## src/rtl/core_defs.sv

```systemverilog
// Shared core definitions: ROB id geometry, destination encoding and the renamed-operand bundle.
package core_defs;

    localparam int unsigned ROB_IDW  = 8;
    localparam int unsigned ROB_IDXW = 7;
    localparam int unsigned NO_RD    = 5;
    localparam int unsigned XLEN     = 32;
    localparam int unsigned AREGW    = 5;
    localparam int unsigned RDW      = 6;

    typedef struct packed {
        logic            valid;
        logic [XLEN-1:0] tagval;
    } opnd_t;

    // Wake a waiting operand when a good writeback carries its producer tag.
    function automatic opnd_t opnd_wake(input opnd_t o, input logic wb_en,
                                        input logic [ROB_IDXW-1:0] wb_idx,
                                        input logic [XLEN-1:0] wb_res);
        opnd_t r;
        r = o;
        if (!o.valid && wb_en && (o.tagval[ROB_IDXW-1:0] == wb_idx)) begin
            r.valid  = 1'b1;
            r.tagval = wb_res;
        end
        return r;
    endfunction

endpackage

```

## src/rtl/rename_buf.sv

```systemverilog
// Two-entry FIFO of renamed instructions; waiting operands snoop the writeback bus every cycle.
module rename_buf
    import core_defs::*;
#(
    parameter int unsigned OPW = 8
) (
    input  logic                clk,
    input  logic                rst,
    input  logic                flush_i,
    input  logic                push_i,
    input  logic [OPW-1:0]      push_op_i,
    input  logic [XLEN-1:0]     push_imm_i,
    input  logic [RDW-1:0]      push_rd_i,
    input  logic [ROB_IDW-1:0]  push_robid_i,
    input  opnd_t               push_rs1_i,
    input  opnd_t               push_rs2_i,
    input  logic                pop_i,
    input  logic                wb_en_i,
    input  logic [ROB_IDXW-1:0] wb_idx_i,
    input  logic [XLEN-1:0]     wb_result_i,
    output logic [1:0]          count_o,
    output logic                head_valid_o,
    output logic [OPW-1:0]      head_op_o,
    output logic [XLEN-1:0]     head_imm_o,
    output logic [RDW-1:0]      head_rd_o,
    output logic [ROB_IDW-1:0]  head_robid_o,
    output opnd_t               head_rs1_o,
    output opnd_t               head_rs2_o
);

    logic [OPW-1:0]     op_q    [2];
    logic [OPW-1:0]     op_d    [2];
    logic [XLEN-1:0]    imm_q   [2];
    logic [XLEN-1:0]    imm_d   [2];
    logic [RDW-1:0]     rd_q    [2];
    logic [RDW-1:0]     rd_d    [2];
    logic [ROB_IDW-1:0] robid_q [2];
    logic [ROB_IDW-1:0] robid_d [2];
    opnd_t              rs1_q   [2];
    opnd_t              rs1_d   [2];
    opnd_t              rs2_q   [2];
    opnd_t              rs2_d   [2];
    logic               rd_ptr_q, rd_ptr_d;
    logic               wr_ptr_q, wr_ptr_d;
    logic [1:0]         count_q, count_d;

    // Wakeup first, then a push overwrites the tail slot; flush wins over everything.
    always_comb begin
        op_d     = op_q;
        imm_d    = imm_q;
        rd_d     = rd_q;
        robid_d  = robid_q;
        rd_ptr_d = rd_ptr_q;
        wr_ptr_d = wr_ptr_q;
        count_d  = count_q + 2'(push_i) - 2'(pop_i);
        for (int i = 0; i < 2; i++) begin
            rs1_d[i] = opnd_wake(rs1_q[i], wb_en_i, wb_idx_i, wb_result_i);
            rs2_d[i] = opnd_wake(rs2_q[i], wb_en_i, wb_idx_i, wb_result_i);
        end
        if (push_i) begin
            op_d[wr_ptr_q]    = push_op_i;
            imm_d[wr_ptr_q]   = push_imm_i;
            rd_d[wr_ptr_q]    = push_rd_i;
            robid_d[wr_ptr_q] = push_robid_i;
            rs1_d[wr_ptr_q]   = push_rs1_i;
            rs2_d[wr_ptr_q]   = push_rs2_i;
            wr_ptr_d          = ~wr_ptr_q;
        end
        if (pop_i) begin
            rd_ptr_d = ~rd_ptr_q;
        end
        if (flush_i) begin
            op_d     = '{default: '0};
            imm_d    = '{default: '0};
            rd_d     = '{default: '0};
            robid_d  = '{default: '0};
            rs1_d    = '{default: '0};
            rs2_d    = '{default: '0};
            rd_ptr_d = 1'b0;
            wr_ptr_d = 1'b0;
            count_d  = 2'd0;
        end
    end

    always_ff @(posedge clk) begin
        if (rst) begin
            op_q     <= '{default: '0};
            imm_q    <= '{default: '0};
            rd_q     <= '{default: '0};
            robid_q  <= '{default: '0};
            rs1_q    <= '{default: '0};
            rs2_q    <= '{default: '0};
            rd_ptr_q <= 1'b0;
            wr_ptr_q <= 1'b0;
            count_q  <= 2'd0;
        end else begin
            op_q     <= op_d;
            imm_q    <= imm_d;
            rd_q     <= rd_d;
            robid_q  <= robid_d;
            rs1_q    <= rs1_d;
            rs2_q    <= rs2_d;
            rd_ptr_q <= rd_ptr_d;
            wr_ptr_q <= wr_ptr_d;
            count_q  <= count_d;
        end
    end

    assign count_o      = count_q;
    assign head_valid_o = (count_q != 2'd0);
    assign head_op_o    = op_q[rd_ptr_q];
    assign head_imm_o   = imm_q[rd_ptr_q];
    assign head_rd_o    = rd_q[rd_ptr_q];
    assign head_robid_o = robid_q[rd_ptr_q];
    assign head_rs1_o   = rs1_q[rd_ptr_q];
    assign head_rs2_o   = rs2_q[rd_ptr_q];

endmodule

```

## src/rtl/rename_stage.sv

```systemverilog
// Rename stage: ROB id/credit allocation, RAT access, in-flight slot and 2-entry wakeup buffer.
// Optional x0 handling is enabled with `define ZERO_REG_EN.
module rename_stage
    import core_defs::*;
#(
    parameter int unsigned ROB_DEPTH = 128,
    parameter int unsigned OPW       = 8
) (
    input  logic                clk,
    input  logic                rst,
    input  logic                decode_rename_valid,
    input  logic [OPW-1:0]      decode_rename_op,
    input  logic [AREGW-1:0]    decode_rename_rs1,
    input  logic [AREGW-1:0]    decode_rename_rs2,
    input  logic [RDW-1:0]      decode_rename_rd,
    input  logic [XLEN-1:0]     decode_rename_imm,
    output logic                rename_stall,
    output logic                rename_rat_valid,
    output logic [RDW-1:0]      rename_rat_rd,
    output logic [ROB_IDW-1:0]  rename_rat_robid,
    output logic [AREGW-1:0]    rename_rat_rs1,
    output logic [AREGW-1:0]    rename_rat_rs2,
    input  logic                rat_rs1_valid,
    input  logic [XLEN-1:0]     rat_rs1_tagval,
    input  logic                rat_rs2_valid,
    input  logic [XLEN-1:0]     rat_rs2_tagval,
    input  logic                wb_valid,
    input  logic                wb_error,
    input  logic [ROB_IDW-1:0]  wb_robid,
    input  logic [XLEN-1:0]     wb_result,
    input  logic                rob_flush,
    input  logic                rob_ret_valid,
    output logic                rename_dispatch_valid,
    output logic [OPW-1:0]      rename_dispatch_op,
    output logic [XLEN-1:0]     rename_dispatch_imm,
    output logic [RDW-1:0]      rename_dispatch_rd,
    output logic [ROB_IDW-1:0]  rename_dispatch_robid,
    output logic                rename_dispatch_rs1_valid,
    output logic [XLEN-1:0]     rename_dispatch_rs1_tagval,
    output logic                rename_dispatch_rs2_valid,
    output logic [XLEN-1:0]     rename_dispatch_rs2_tagval,
    input  logic                dispatch_stall
);

    localparam int unsigned CRW = $clog2(ROB_DEPTH + 1);

    logic [ROB_IDW-1:0]  tail_q, tail_d;
    logic [CRW-1:0]      credits_q, credits_d;
    logic                ifl_valid_q, ifl_valid_d;
    logic [OPW-1:0]      ifl_op_q, ifl_op_d;
    logic [XLEN-1:0]     ifl_imm_q, ifl_imm_d;
    logic [RDW-1:0]      ifl_rd_q, ifl_rd_d;
    logic [ROB_IDW-1:0]  ifl_robid_q, ifl_robid_d;
    logic                ifl_rs1_zero_q, ifl_rs1_zero_d;
    logic                ifl_rs2_zero_q, ifl_rs2_zero_d;
    logic                ifl_wb_en_q, ifl_wb_en_d;
    logic [ROB_IDXW-1:0] ifl_wb_idx_q, ifl_wb_idx_d;
    logic [XLEN-1:0]     ifl_wb_res_q, ifl_wb_res_d;

    logic                wb_en, pop, accept, buf_valid;
    logic                rs1_zero, rs2_zero, rd_zero;
    logic [1:0]          buf_count, occ;
    opnd_t               cap_rs1, cap_rs2, head_rs1, head_rs2;
    logic                wb_phase_unused;

    assign wb_phase_unused = wb_robid[ROB_IDW-1];

`ifdef ZERO_REG_EN
    assign rs1_zero = (decode_rename_rs1 == '0);
    assign rs2_zero = (decode_rename_rs2 == '0);
    assign rd_zero  = (decode_rename_rd == '0);
`else
    assign rs1_zero = 1'b0;
    assign rs2_zero = 1'b0;
    assign rd_zero  = 1'b0;
`endif

    assign wb_en  = wb_valid & ~wb_error;
    assign pop    = buf_valid & ~dispatch_stall;
    assign occ    = buf_count + 2'(ifl_valid_q);
    assign rename_stall = rst | rob_flush | (credits_q == '0) | ((occ == 2'd2) & ~pop);
    assign accept = decode_rename_valid & ~rename_stall;

    assign rename_rat_valid = accept & ~decode_rename_rd[NO_RD] & ~rd_zero;
    assign rename_rat_rd    = rst ? '0 : decode_rename_rd;
    assign rename_rat_robid = rst ? '0 : tail_q;
    assign rename_rat_rs1   = rst ? '0 : decode_rename_rs1;
    assign rename_rat_rs2   = rst ? '0 : decode_rename_rs2;

    // RAT result arriving in N+1, woken by the wb latched in N or the one present now.
    always_comb begin
        cap_rs1 = rat_rs1_valid ? '{valid: 1'b1, tagval: rat_rs1_tagval}
                                : '{valid: 1'b0, tagval: XLEN'(rat_rs1_tagval[ROB_IDXW-1:0])};
        cap_rs2 = rat_rs2_valid ? '{valid: 1'b1, tagval: rat_rs2_tagval}
                                : '{valid: 1'b0, tagval: XLEN'(rat_rs2_tagval[ROB_IDXW-1:0])};
        cap_rs1 = opnd_wake(cap_rs1, ifl_wb_en_q, ifl_wb_idx_q, ifl_wb_res_q);
        cap_rs2 = opnd_wake(cap_rs2, ifl_wb_en_q, ifl_wb_idx_q, ifl_wb_res_q);
        cap_rs1 = opnd_wake(cap_rs1, wb_en, wb_robid[ROB_IDXW-1:0], wb_result);
        cap_rs2 = opnd_wake(cap_rs2, wb_en, wb_robid[ROB_IDXW-1:0], wb_result);
        if (ifl_rs1_zero_q) begin
            cap_rs1 = '{valid: 1'b1, tagval: '0};
        end
        if (ifl_rs2_zero_q) begin
            cap_rs2 = '{valid: 1'b1, tagval: '0};
        end
    end

    always_comb begin
        tail_d         = tail_q + ROB_IDW'(accept);
        credits_d      = credits_q;
        ifl_valid_d    = accept;
        ifl_op_d       = ifl_op_q;
        ifl_imm_d      = ifl_imm_q;
        ifl_rd_d       = ifl_rd_q;
        ifl_robid_d    = ifl_robid_q;
        ifl_rs1_zero_d = ifl_rs1_zero_q;
        ifl_rs2_zero_d = ifl_rs2_zero_q;
        ifl_wb_en_d    = wb_en;
        ifl_wb_idx_d   = wb_robid[ROB_IDXW-1:0];
        ifl_wb_res_d   = wb_result;
        if (accept) begin
            ifl_op_d       = decode_rename_op;
            ifl_imm_d      = decode_rename_imm;
            ifl_rd_d       = {decode_rename_rd[NO_RD] | rd_zero, decode_rename_rd[NO_RD-1:0]};
            ifl_robid_d    = tail_q;
            ifl_rs1_zero_d = rs1_zero;
            ifl_rs2_zero_d = rs2_zero;
        end
        if (rob_ret_valid && !accept && (credits_q < CRW'(ROB_DEPTH))) begin
            credits_d = credits_q + CRW'(1);
        end else if (accept && !rob_ret_valid) begin
            credits_d = credits_q - CRW'(1);
        end
        if (rob_flush) begin
            tail_d      = '0;
            credits_d   = CRW'(ROB_DEPTH);
            ifl_valid_d = 1'b0;
        end
    end

    always_ff @(posedge clk) begin
        if (rst) begin
            tail_q         <= '0;
            credits_q      <= CRW'(ROB_DEPTH);
            ifl_valid_q    <= 1'b0;
            ifl_op_q       <= '0;
            ifl_imm_q      <= '0;
            ifl_rd_q       <= '0;
            ifl_robid_q    <= '0;
            ifl_rs1_zero_q <= 1'b0;
            ifl_rs2_zero_q <= 1'b0;
            ifl_wb_en_q    <= 1'b0;
            ifl_wb_idx_q   <= '0;
            ifl_wb_res_q   <= '0;
        end else begin
            tail_q         <= tail_d;
            credits_q      <= credits_d;
            ifl_valid_q    <= ifl_valid_d;
            ifl_op_q       <= ifl_op_d;
            ifl_imm_q      <= ifl_imm_d;
            ifl_rd_q       <= ifl_rd_d;
            ifl_robid_q    <= ifl_robid_d;
            ifl_rs1_zero_q <= ifl_rs1_zero_d;
            ifl_rs2_zero_q <= ifl_rs2_zero_d;
            ifl_wb_en_q    <= ifl_wb_en_d;
            ifl_wb_idx_q   <= ifl_wb_idx_d;
            ifl_wb_res_q   <= ifl_wb_res_d;
        end
    end

    rename_buf #(
        .OPW (OPW)
    ) u_buf (
        .clk          (clk),
        .rst          (rst),
        .flush_i      (rob_flush),
        .push_i       (ifl_valid_q),
        .push_op_i    (ifl_op_q),
        .push_imm_i   (ifl_imm_q),
        .push_rd_i    (ifl_rd_q),
        .push_robid_i (ifl_robid_q),
        .push_rs1_i   (cap_rs1),
        .push_rs2_i   (cap_rs2),
        .pop_i        (pop),
        .wb_en_i      (wb_en),
        .wb_idx_i     (wb_robid[ROB_IDXW-1:0]),
        .wb_result_i  (wb_result),
        .count_o      (buf_count),
        .head_valid_o (buf_valid),
        .head_op_o    (rename_dispatch_op),
        .head_imm_o   (rename_dispatch_imm),
        .head_rd_o    (rename_dispatch_rd),
        .head_robid_o (rename_dispatch_robid),
        .head_rs1_o   (head_rs1),
        .head_rs2_o   (head_rs2)
    );

    assign rename_dispatch_valid      = buf_valid;
    assign rename_dispatch_rs1_valid  = head_rs1.valid;
    assign rename_dispatch_rs1_tagval = head_rs1.tagval;
    assign rename_dispatch_rs2_valid  = head_rs2.valid;
    assign rename_dispatch_rs2_tagval = head_rs2.tagval;

endmodule

```

## config.mk

```make
export PLATFORM = sky130hd
export DESIGN_NAME = rename_stage
export DESIGN_NICKNAME = d
export VERILOG_FILES = /design/src/rtl/core_defs.sv /design/src/rtl/rename_buf.sv /design/src/rtl/rename_stage.sv
export SDC_FILE = /design/constraint.sdc
export NUM_CORES = 1
export LEC_CHECK = 0
export CORE_ASPECT_RATIO = 1.4
export CORE_MARGIN = 1
export CORE_UTILIZATION = 50
export DETAILED_ROUTE_END_ITERATION = 7
export PLACE_DENSITY = 0.77
export SETUP_SLACK_MARGIN = 0.05
export SLEW_MARGIN = 20
export SYNTH_ARGS = -nofsm -noshare
export SYNTH_HDL_FRONTEND = slang
export SYNTH_SLANG_ARGS = --single-unit
```

## constraint.sdc

```tcl
create_clock -name clk -period 4.15 [get_ports clk]
set_input_delay 0.6225 -clock clk [delete_from_list [all_inputs] [get_ports clk]]
set_output_delay 0.6225 -clock clk [all_outputs]
set_load 0.01 [all_outputs]
```

==> out/summary.txt <==
cts repair resizes = 0
DP HPWL = 35.27 mm
Worst Setup Slack, final = 720.8 ps
clock skew = 15.08 ps
max cap viols = 0
Final setup viols = 0
largest net degree at the start of global routing = 180
Top FF cell, synth = dfxtp_1
#FFs+latches synth = 355
clock tree buffer depth = 3
Post-Syn Area = 17500 sq um
Chip Width = 160.1 um
sequential area share after synthesis = 0.4060
FP Rows = 80
layout cell share with drive strength beyond 1 = 0.1095
Num CTS Buffers = 37
gr usage total = 0.2971
Hold Crit Class = flop to flop
vias in the first global route = 15800
vias per inst = 6.127
area of the multi-input gates = 9507 sq um
Peak VDD IR = 0.3755 mV
first-pass GRT wire length = 85.72 mm
Tcrit/Tclk final = 0.8263
fin crit period = 3429 ps
Vias = 16030
CP Cell Sequence = ha_1, xor2_1, a22oi_1, o2111ai_4, nand2_1, ha_1, a211oi_1, a21oi_1, o41a_1, nor4_1, nor3_1
total wire length = 54.99 mm
slowest CP cell = dfxtp_1
die area = 35770 sq um
Place WS = 673.4 ps
H-Tree Depth = 2
critical path class = flop to flop
cts hold-fix bufs = 0
Initial Utilization = 0.5113
CP most frequent cell = ha_1
setup TNS = 0 ps
CTS tree = built
largest stage delay on the critical path = 560 ps
CORE AREA = 34230 sq um
post-synthesis instance total = 1953
Leak Pwr = 7.342 nW
EDFF count, synth = 0
PwrDens = 338.6 nW/um^2
Max-slew headroom = 0.3071
yosys warns = 0
Post-Syn Nets = 2135
initial DRC count = 1198
ANT cells = 0
Max Clk Rate = 291.6 MHz
CTS Sinks = 355
Clock transition at path regs = 60 ps
type of origin of the critical path = flop
PortBufs = 315
syn_area_per_cell = 8.962 sq um
initial antenna violation count = 2
CP max FO = 8
Critical Path AT = 3840 ps
# Post-CTS Setup Buffers = 0
Sequential Area = 7111 sq um
Hold Vio Cnt, Final = 0
DRT Pass-1 Iters = 5
ys async rst share = 0
Setup crit end kind = flop
io pins = 317
max-slew violations = 0
Final Net Count = 2323
# DRC = 0
WL per Instance = 21.02 um
GR Overflow Total = 0
fill count = 2861
CTS root buffer = clkbuf_16
worst-skew pair later-pin latency = 540 ps
Die Height = 223.4 um
synth unique cells = 64
Slew @ Worst Pin = 1030 ps
Detail Route Antenna Nets = 0
routability cong. = 0.9046
required time worst endpoint = 4560 ps
area grow syn2layout = 25.34%
status = finished, final reports clean
unrepaired setup endpoints after global routing = no
layout by cell type (no fill, tap or decap), types with 4 or more instances in the layout:
| cell type | synthesis | layout |
|---|---|---|
| and2_1 | 13 | 12 |
| or4_1 | 4 | 4 |
| a211oi_1 | 109 | 109 |
| nor4_1 | 8 | 8 |
| o2bb2ai_1 | 14 | 14 |
| clkbuf_16 | 0 | 37 |
| ha_1 | 11 | 11 |
| a21oi_1 | 201 | 201 |
| nand2_1 | 345 | 344 |
| inv_1 | 22 | 22 |
| a311oi_1 | 82 | 82 |
| nand3_1 | 16 | 16 |
| clkbuf_8 | 0 | 6 |
| a221o_1 | 9 | 9 |
| dfxtp_1 | 355 | 354 |
| nor2b_1 | 61 | 58 |
| o21ai_0 | 4 | 4 |
| buf_12 | 0 | 7 |
| clkdlybuf4s50_1 | 0 | 314 |
| a32oi_1 | 9 | 9 |
| nor2_1 | 40 | 39 |
| o31ai_1 | 16 | 16 |
| nor3_1 | 12 | 12 |
| mux2_2 | 121 | 121 |
| buf_4 | 14 | 30 |
| a21o_1 | 6 | 6 |
| xnor2_1 | 29 | 29 |
| nand4_1 | 6 | 6 |
| mux2i_1 | 120 | 120 |
| clkinv_2 | 0 | 5 |
| a32o_1 | 42 | 42 |
| a221oi_1 | 9 | 9 |
| clkbuf_1 | 151 | 9 |
| xor2_1 | 37 | 37 |
cell families after synthesis:
kind of cell               Yosys count  synth area share
and+or+nand+nor                    535            0.1393
AOI/OAI and AO/OA                  518            0.2090
DFF                                355            0.4060
muxes                              242            0.1473
buffers and inverters              225           0.05633
xor gates and xnor gates            66           0.03303
adders and majority gates           12          0.009007
layer usage:
layer	part of all wire	vias to the layer above	global-route usage
li1	-	7434	-
met4	0.044	4	0.1413
met2	0.49	720	0.5135
met1	0.38	7721	0.3440
met5	0.00045	-	0
met3	0.080	149	0.07009
power by group:
group	total (mW)	internal (mW)	switching [mW]
clock network	3.22	1.83	1.39
registers	3.50	3.46	0.0400
logic	0.712	0.324	0.388
total	7.43	5.61	1.82
worst max-delay path, delay by kind of cell, from the launching register on:
family,cells,cell delay [ps]
adder cells (fa/ha/maj),2,670
XOR/XNOR,1,210
flip-flops,1,560
AO/OA/AOI/OAI,5,1230
AND/OR/NAND/NOR,3,620
registers in the layout, indices dropped and copies added (netlist names), 6 cells and up:
name and flops:
u_buf.rs1_q 66, u_buf.rs2_q 66, u_buf.imm_q 64, ifl_imm_q 32
ifl_wb_res_q 32, u_buf.op_q 16, u_buf.robid_q 16, u_buf.rd_q 12
credits_q 8, ifl_op_q 8, ifl_robid_q 8, tail_q 8
ifl_wb_idx_q 7, ifl_rd_q 6
Yosys cell counts (4+ instances only):
master       n  area (sq um)
dfxtp_1    355          7107
nand2_1    345          1295
a21oi_1    201          1006
clkbuf_1   151         566.8
mux2_2     121          1363
mux2i_1    120          1201
a211oi_1   109         818.3
a311oi_1    82         718.2
nor2b_1     61         381.6
a32o_1      42         420.4
nor2_1      40         150.1
xor2_1      37         324.1
xnor2_1     29         254.0
inv_1       22         82.58
buf_2       16         80.08
nand3_1     16         80.08
o31ai_1     16         120.1
buf_4       14         105.1
o2bb2ai_1   14         122.6
and2_1      13         81.33
nor3_1      12         60.06
buf_1       11         41.29
ha_1        11         137.6
a221o_1      9         90.09
a221oi_1     9         78.83
a32oi_1      9         78.83
buf_6        9         101.4
nor4_1       8         50.05
a21o_1       6         45.04
nand4_1      6         37.54
nand2b_1     4         25.02
o21ai_0      4         20.02
or4_1        4         30.03
final timing paths:
| path | startpoint | end | slack (ps) | cells after the start |
|---|---|---|---|---|
| max | ifl_valid_q | credits_q[7] | 720 | 11 |
| min | u_buf.imm_q[10] | u_buf.imm_q[10] | 450 | 2 |
| max reg2reg | ifl_valid_q | credits_q[7] | 720 | 11 |
| min reg2reg | u_buf.imm_q[10] | u_buf.imm_q[10] | 450 | 2 |
through the flow:
stage / util / std cells / cell area (sq um) / power, mW / hold slack [ps]
global placement: 0.6068 / 2553 / 20770 / 4.264 / 437.6
global route: 0.6409 / 2616 / 21940 / 7.657 / 471.5
finish: 0.6409 / 2616 / 21940 / 7.429 / 452.7
CTS: 0.6409 / 2616 / 21940 / 7.463 / 451.9
floorplan: - / 1953 / 17500 / 3.925 / 432.9
detailed placement: 0.6069 / 2553 / 20780 / 4.278 / 442.8
final cells by class:
type                       count  area share
timing repair buffer         351      0.1599
multi-input combinational   1373      0.4333
inverter                      23    0.003935
tap                          451     0.02572
clock buffer                  52     0.04751
sequential                   355      0.3241
clock inverter                11    0.005475
No activity file was read; power rests on OpenSTA's default activity.
